==> config.mk <==
export PLATFORM = sky130hd
export DESIGN_NAME = fib_bin2bcd_flat
export DESIGN_NICKNAME = d
export VERILOG_FILES = /design/src/rtl/fib_bin2bcd_if.sv /design/src/rtl/fib_bin2bcd.sv /design/src/flat_wrapper.sv
export SDC_FILE = /design/constraint.sdc
export NUM_CORES = 1
export LEC_CHECK = 0
export CAP_MARGIN = 30
export CORE_UTILIZATION = 65
export CTS_CLUSTER_SIZE = 25
export DETAILED_ROUTE_END_ITERATION = 12
export DONT_BUFFER_PORTS = 1
export PLACE_DENSITY = 0.81
export SYNTH_ARGS = -nofsm -noshare
export SYNTH_HDL_FRONTEND = slang
export SYNTH_SLANG_ARGS = --single-unit
==> constraint.sdc <==
create_clock -name clk -period 2.7 [get_ports clk]
set_clock_uncertainty 0.1 [all_clocks]
set_input_delay 0.405 -clock clk [delete_from_list [all_inputs] [get_ports clk]]
set_output_delay 0.405 -clock clk [all_outputs]
set_load 0.005 [all_outputs]
==> src/rtl/fib_bin2bcd_if.sv <==
// Handshake bundle between a binary producer (e.g. the Fibonacci FSMD) and
// the double-dabble converter: start/bin in, ready/done_tick/bcd out.
interface fib_bin2bcd_if #(
  parameter int W      = 20,
  parameter int DIGITS = 7
);
  logic                  start;
  logic [W-1:0]          bin;
  logic                  ready;
  logic                  done_tick;
  logic [4*DIGITS-1:0]   bcd;

  modport master (output start, bin, input ready, done_tick, bcd);
  modport slave  (input start, bin, output ready, done_tick, bcd);
endinterface

==> src/rtl/fib_bin2bcd.sv <==
// Sequential binary-to-BCD converter (shift-and-add-3), one input bit per
// cycle; start/ready/done_tick match the Fibonacci FSMD so they chain directly.
module fib_bin2bcd #(
  parameter int W      = 20,
  parameter int DIGITS = 7
) (
  input  logic          clk,
  input  logic          reset,
  fib_bin2bcd_if.slave  bus
);
  localparam int NW = $clog2(W + 1);

  typedef enum logic [1:0] {
    IDLE = 2'b00,
    OP   = 2'b01,
    DONE = 2'b10
  } state_t;

  state_t                state_q, state_d;
  logic [W-1:0]          bin_q, bin_d;
  logic [4*DIGITS-1:0]   bcd_q, bcd_d;
  logic [NW-1:0]         n_q, n_d;
  logic [4*DIGITS-1:0]   adj;

  // Add 3 to every digit that would reach 10 or more after the next doubling.
  for (genvar gi = 0; gi < DIGITS; gi++) begin : g_adj
    assign adj[4*gi +: 4] = (bcd_q[4*gi +: 4] >= 4'd5) ? bcd_q[4*gi +: 4] + 4'd3
                                                       : bcd_q[4*gi +: 4];
  end

  always_ff @(posedge clk or posedge reset) begin
    if (reset) begin
      state_q <= IDLE;
      bin_q   <= '0;
      bcd_q   <= '0;
      n_q     <= '0;
    end else begin
      state_q <= state_d;
      bin_q   <= bin_d;
      bcd_q   <= bcd_d;
      n_q     <= n_d;
    end
  end

  always_comb begin
    state_d       = state_q;
    bin_d         = bin_q;
    bcd_d         = bcd_q;
    n_d           = n_q;
    bus.ready     = 1'b0;
    bus.done_tick = 1'b0;
    unique case (state_q)
      IDLE: begin
        bus.ready = 1'b1;
        if (bus.start) begin
          bin_d   = bus.bin;
          bcd_d   = '0;
          n_d     = NW'(W);
          state_d = OP;
        end
      end
      OP: begin
        // The bit falling off the top of adj is always zero for a legal DIGITS.
        bcd_d = (4*DIGITS)'({adj, bin_q[W-1]});
        bin_d = {bin_q[W-2:0], 1'b0};
        n_d   = n_q - NW'(1);
        if (n_q == NW'(1)) state_d = DONE;
      end
      DONE: begin
        bus.done_tick = 1'b1;
        state_d       = IDLE;
      end
      default: state_d = IDLE;
    endcase
  end

  assign bus.bcd = bcd_q;
endmodule

==> src/flat_wrapper.sv <==
// flat-port wrapper written by rule: the top's interface ports become plain ports
module fib_bin2bcd_flat 
#(
  parameter int W      = 20,
  parameter int DIGITS = 7
)
  (clk, reset, bus_start, bus_bin, bus_ready, bus_done_tick, bus_bcd);
  fib_bin2bcd_if #(.W(W), .DIGITS(DIGITS)) bus_i ();
  input  logic clk;
  input  logic reset;
  input wire logic [$bits(bus_i.start)-1:0] bus_start;
  input wire logic [$bits(bus_i.bin)-1:0] bus_bin;
  output wire logic [$bits(bus_i.ready)-1:0] bus_ready;
  output wire logic [$bits(bus_i.done_tick)-1:0] bus_done_tick;
  output wire logic [$bits(bus_i.bcd)-1:0] bus_bcd;
  assign bus_i.start = bus_start;
  assign bus_i.bin = bus_bin;
  assign bus_ready = bus_i.ready;
  assign bus_done_tick = bus_i.done_tick;
  assign bus_bcd = bus_i.bcd;
  fib_bin2bcd #(.W(W), .DIGITS(DIGITS)) u_core (.clk(clk), .reset(reset), .bus(bus_i));
endmodule
# Word-level counts from Yosys, hierarchy flattened
# Cells that the tools add are included.
# op_classes
addsub,8
order_cmp,7
eq_ne,5
n_mux,18
reduce_logical,4
# ops
op,n
$pmux 28 s2,1
$pmux 20 s2,1
$ge 4x3->1 const B,7
$mux 28,1
$add 4x2->4 const B,6
$mux 4,6
$mux 20,1
$pmux 5 s2,1
$eq 5x1->1 const B,1
$mux 5,1
$sub 5x1->5 const B,1
$mux 2,2
$pmux 2 s2,1
$reduce_and 2->1,2
$add 3x2->3 const B,1
$mux 3,1
$eq 2x1->1 const B,1
$eq 2x2->1 const B,1
$logic_not 2->1,1
$mux 1,2
$ne 2x1->1 const B,1
$ne 2x2->1 const B,1
$reduce_bool 2->1,1
# totals
regBits,55
in_bits,23
out_inout_bits,30
elab_cells,46

# Longest topological paths before layout
# depth
word_depth,3
depth_mapped,6

# Worst setup path after synthesis
# Ideal clock, no wire load.
# synth_timing
path_kind,reg-to-reg
startpoint,register u_core.bcd_q[4] (netlist: u_core.bus.bcd[4])
endpoint,register u_core.bcd_q[8] (netlist: u_core.bus.bcd[8])
arrival_ns,1.251
setup_slack_ns,1.248
path_stages_with_launch,6
n_path_buf,0
cell_sequence,dfrtp_1 -> inv_1 -> ha_1 -> nor2b_1 -> o21a_1 -> o32ai_1
# synth_via
elab_chain_cells,3
elab_cells_between_ends,4
cone_classes,add/sub (1); order compare (1); mux (2)
# synth_lines
item,line,rtl
from (decl),fib_bin2bcd.sv:21,"logic [4*DIGITS-1:0] bcd_q, bcd_d;"
from (signal assigned),fib_bin2bcd.sv:35,bcd_q <= '0;
from (signal assigned),fib_bin2bcd.sv:40,bcd_q <= bcd_d;
$add 4x2->4 / $ge 4x3->1 (equally long branches),fib_bin2bcd.sv:27,assign adj[4*gi +: 4] = (bcd_q[4*gi +: 4] >= 4'd5) ? bcd_q[4*gi +: 4] + 4'd3
$mux 4 (*),fib_bin2bcd.sv:27,
$pmux 28 s2 (*),fib_bin2bcd.sv:52,unique case (state_q)
# Mark *: on every way between the ends. The rest lies on a longest branch, timed or not.
# A chain may end at the register's enable or synchronous reset.

# Worst setup path in the final report
# layout_timing
startpoint,register u_core.state_q[1]
endpoint,register u_core.bcd_q[23] (netlist: u_core.bus.bcd[23])
# layout_via
elab_chain_cells,3
elab_cells_between_ends,6
cone_classes,eq/ne (2); mux (1); reduce/logical (3)
# layout_lines
item,line,rtl
from (decl),fib_bin2bcd.sv:19,"state_t state_q, state_d;"
from (signal assigned),fib_bin2bcd.sv:38,state_q <= state_d;
$eq 2x1->1 / $logic_not 2->1 (equally long branches),fib_bin2bcd.sv:52,
$reduce_bool 2->1 (no source line) / $ne 2x2->1 (equally long branches),--,
$reduce_and 2->1 (no source line),--,
# Parallel ways exist; a longest one is shown, timed or not.

==> reports/results.txt <==
die width: 71.8 um
crit path from: u_core.state_q[1]$_DFFE_PP0P_
Worst Hold Path Cells: 1
synth top area cells: dfrtp_1, ha_1, nor2b_1
antenna fix cells: 0
I/O pins: 53
setup bufs post-CTS: 0
share of the synthesized area in the top cell type: 43.4%
met2 wire length: 3130 um
Vias: 2403
unrepaired setup endpoints after global routing: false
die area: 0.00516 mm2
placed cell count: 369
CTS tree: done
Finish-stage setup viols: 0
CP Data Required Time: 2.80 ns
Final ANT Viol Nets: 0
post-route minimum period: 1.75 ns
worst r2r path cells: 4
leakage power figure: 1.38 nW
Post-Syn Area: 0.00317 mm2
setup_tns: 0 ns
highest metal used: met4
register area share after synthesis: 43.4%
max-slew violations: 0
Post-Route WL: 6340 um
worst r2r src: u_core.state_q[1]$_DFFE_PP0P_
Post-Syn Instances: 315
CP Class: register to register
Unique masters post-synth: 40
YS warnings: 0
area grow syn2layout: 2.92%
Slew @ Worst Pin: 0.574 ns
CTS sink cnt: 55
Skew-Pair Late Insertion Delay: 0.32 ns
port bufs: 0
fillers: 356
Tcrit/Tclk final: 65.0%
core area: 0.00472 mm2
H-tree level count: 2
vias in the first global route: 2317
total congestion overflow: 0
wire length on met3: 282 um
Avg WL per Cell: 16.8 um
Power per Cell Area: 1160 mW/mm2
CP Capture Point: u_core.bus.bcd[23]$_DFFE_PP0P_
layout cells sized above 1: 8.04%
total global routing track utilization: 26.1%
relative slew slack: 61.7%
wl on met1: 2860 um
TritonCTS buffer count: 5
Max rail drop VDD: 674 uV
Via-to-Cell Ratio: 6.36
antenna violations before repair: 0
Avg Inst Size Synth: 10.1 um2
CTS Buffer Depth: 2
clk root buf: clkbuf_8
R2R Setup Slk: 0.95 ns
largest area contributor in the netlist: dfrtp_1
Async S/R FF share, synth: 100%
DP HPWL: 4310 um
startpoint type of the worst setup path: register
Post-Place Worst Slack: 0.948 ns
Reg clk slew, reported paths: 0.10 ns
Finished Layout Cells: 378
effective utilization at floorplan: 67.1%
first-pass GRT wire length: 10500 um
area of placed instances: 0.00315 mm2
critical path arrival: 1.86 ns
Final Hold Viols: 0
maxcap violations: 0
final net count: 349
Placer Congestion: 0.813
DR pass1 iterations: 4
Critical Path Sink Type: register
reg2reg end: u_core.bus.bcd[23]$_DFFE_PP0P_
Rows: 25
Net Count, Synth: 354
most common flop cell mapped by yosys: dfrtp_1
Final Power: 3.80 mW
outcome: completed
final instance area: 0.00326 mm2
number of flops mapped to enable cells by yosys: 0
setup slack after layout: 0.945 ns
min-delay worst type: input pin to register
number of synthesized register bits: 55
crit-path max FO: 14
First DRT Iteration DRCs: 132
DRC: 0
largest net degree at the start of global routing: 32
Die Span Y: 71.8 um
fmax: 570 MHz
-- kinds of logic (layout without fill, tap and decap cells) --
family,count (synthesis),in the layout,synth area share (%)
flops,55,55,43.4
compound gates,128,128,29.2
xor+xnor,6,6,1.66
simple gates,57,57,10.2
mux,1,1,0.316
fa+ha+maj,16,16,6.31
buf+inv,52,48,8.88
-- cell usage after synthesis (4+ instances only) --
cell / instances
a22oi_1: 18
nand2_1: 18
ha_1: 16
inv_1: 31
o311ai_1: 7
o221ai_1: 7
o21ai_0: 26
dfrtp_1: 55
a21oi_1: 20
buf_2: 5
nor2b_1: 27
xnor2_1: 6
o32ai_1: 6
clkbuf_1: 5
buf_6: 7
o31ai_2: 4
o2111ai_1: 14
o21a_1: 7
a32o_1: 7
-- cell type report --
cell class / count / area (um2) / area share [%]
Multi-Input combinational cell: 208 / 1520 / 46.5
Tap cell: 67 / 83.8 / 2.57
Clock inverter: 2 / 16.3 / 0.498
Sequential cell: 55 / 1380 / 42.2
Timing Repair Buffer: 9 / 70.1 / 2.15
Clock buffer: 6 / 82.6 / 2.53
Inverter: 31 / 116 / 3.57
-- placed cells by master, fill, tap and decap left out, types with 2 or more instances in the layout --
cell and instances:
o32ai_1 6, a21oi_1 20, ha_1 16, o21a_1 7, o21ai_0 26, o21ai_1 3
buf_4 8, clkbuf_8 6, o311ai_1 7, nand2_1 18, o31ai_1 3, o2111ai_1 14
dfrtp_1 55, o31ai_2 4, nor2_1 2, nor2b_1 27, inv_1 30, a22oi_1 18
o221ai_1 7, and2_1 2, a32o_1 7, xnor2_1 6
-- per-layer routing --
| layer | global-route usage (%) | vias up |
|---|---|---|
| li1 | - | 1159 |
| met1 | 34.0 | 1180 |
| met2 | 42.3 | 57 |
| met3 | 7.59 | 7 |
| met4 | 8.28 | 0 |
| met5 | 0 | - |
-- sequential cells by signal (all words and copies together) (netlist names) --
register / cells
u_core.bin_q: 20
u_core.n_q: 5
u_core.bus.bcd: 28
u_core.state_q: 2
-- timing repair --
action / in CTS / in global routing
hold buffers: 1 / 0
endpoints found under the hold margin: 26 / 0
gates resized for setup: 0 / 0
-- worst max-delay path, cell delays in order, from the launching register on --
cell and delay [ns]:
dfrtp_1 0.39, o21ba_1 0.54, buf_4 0.31, o31ai_1 0.10
a32o_1 0.21
-- worst min-delay path by stage --
stage	start	to	slack, ns
final	bus_bin[0]	u_core.bin_q[0]$_DFFE_PP0P_	0.12
after global routing	bus_bin[0]	u_core.bin_q[0]$_DFFE_PP0P_	0.11
after CTS	bus_bin[0]	u_core.bin_q[0]$_DFFE_PP0P_	0.12
after detailed placement	reset	u_core.bin_q[15]$_DFFE_PP0P_	0.28
after global placement	reset	u_core.bin_q[13]$_DFFE_PP0P_	0.28
after floorplan	u_core.bin_q[19]$_DFFE_PP0P_	u_core.bus.bcd[0]$_DFFE_PP0P_	0.35
-- through the flow --
| step | util (%) | hold slack [ns] |
|---|---|---|
| 6_report | 69.1 | 0.120 |
| 3_3_place_gp | 66.8 | 0.280 |
| 3_5_place_dp | 66.8 | 0.276 |
| 2_1_floorplan | - | 0.348 |
| 4_1_cts | 69.1 | 0.118 |
| 5_1_grt | 69.1 | 0.108 |
-- power breakdown --
group          internal, mW  switching, mW  total (mW)
Clock                 0.210          0.278       0.488
Combinational         0.765          0.989        1.75
Sequential             1.18          0.376        1.56
Total                  2.16           1.64        3.80
Note: power is estimated with default switching activity, not from simulation.
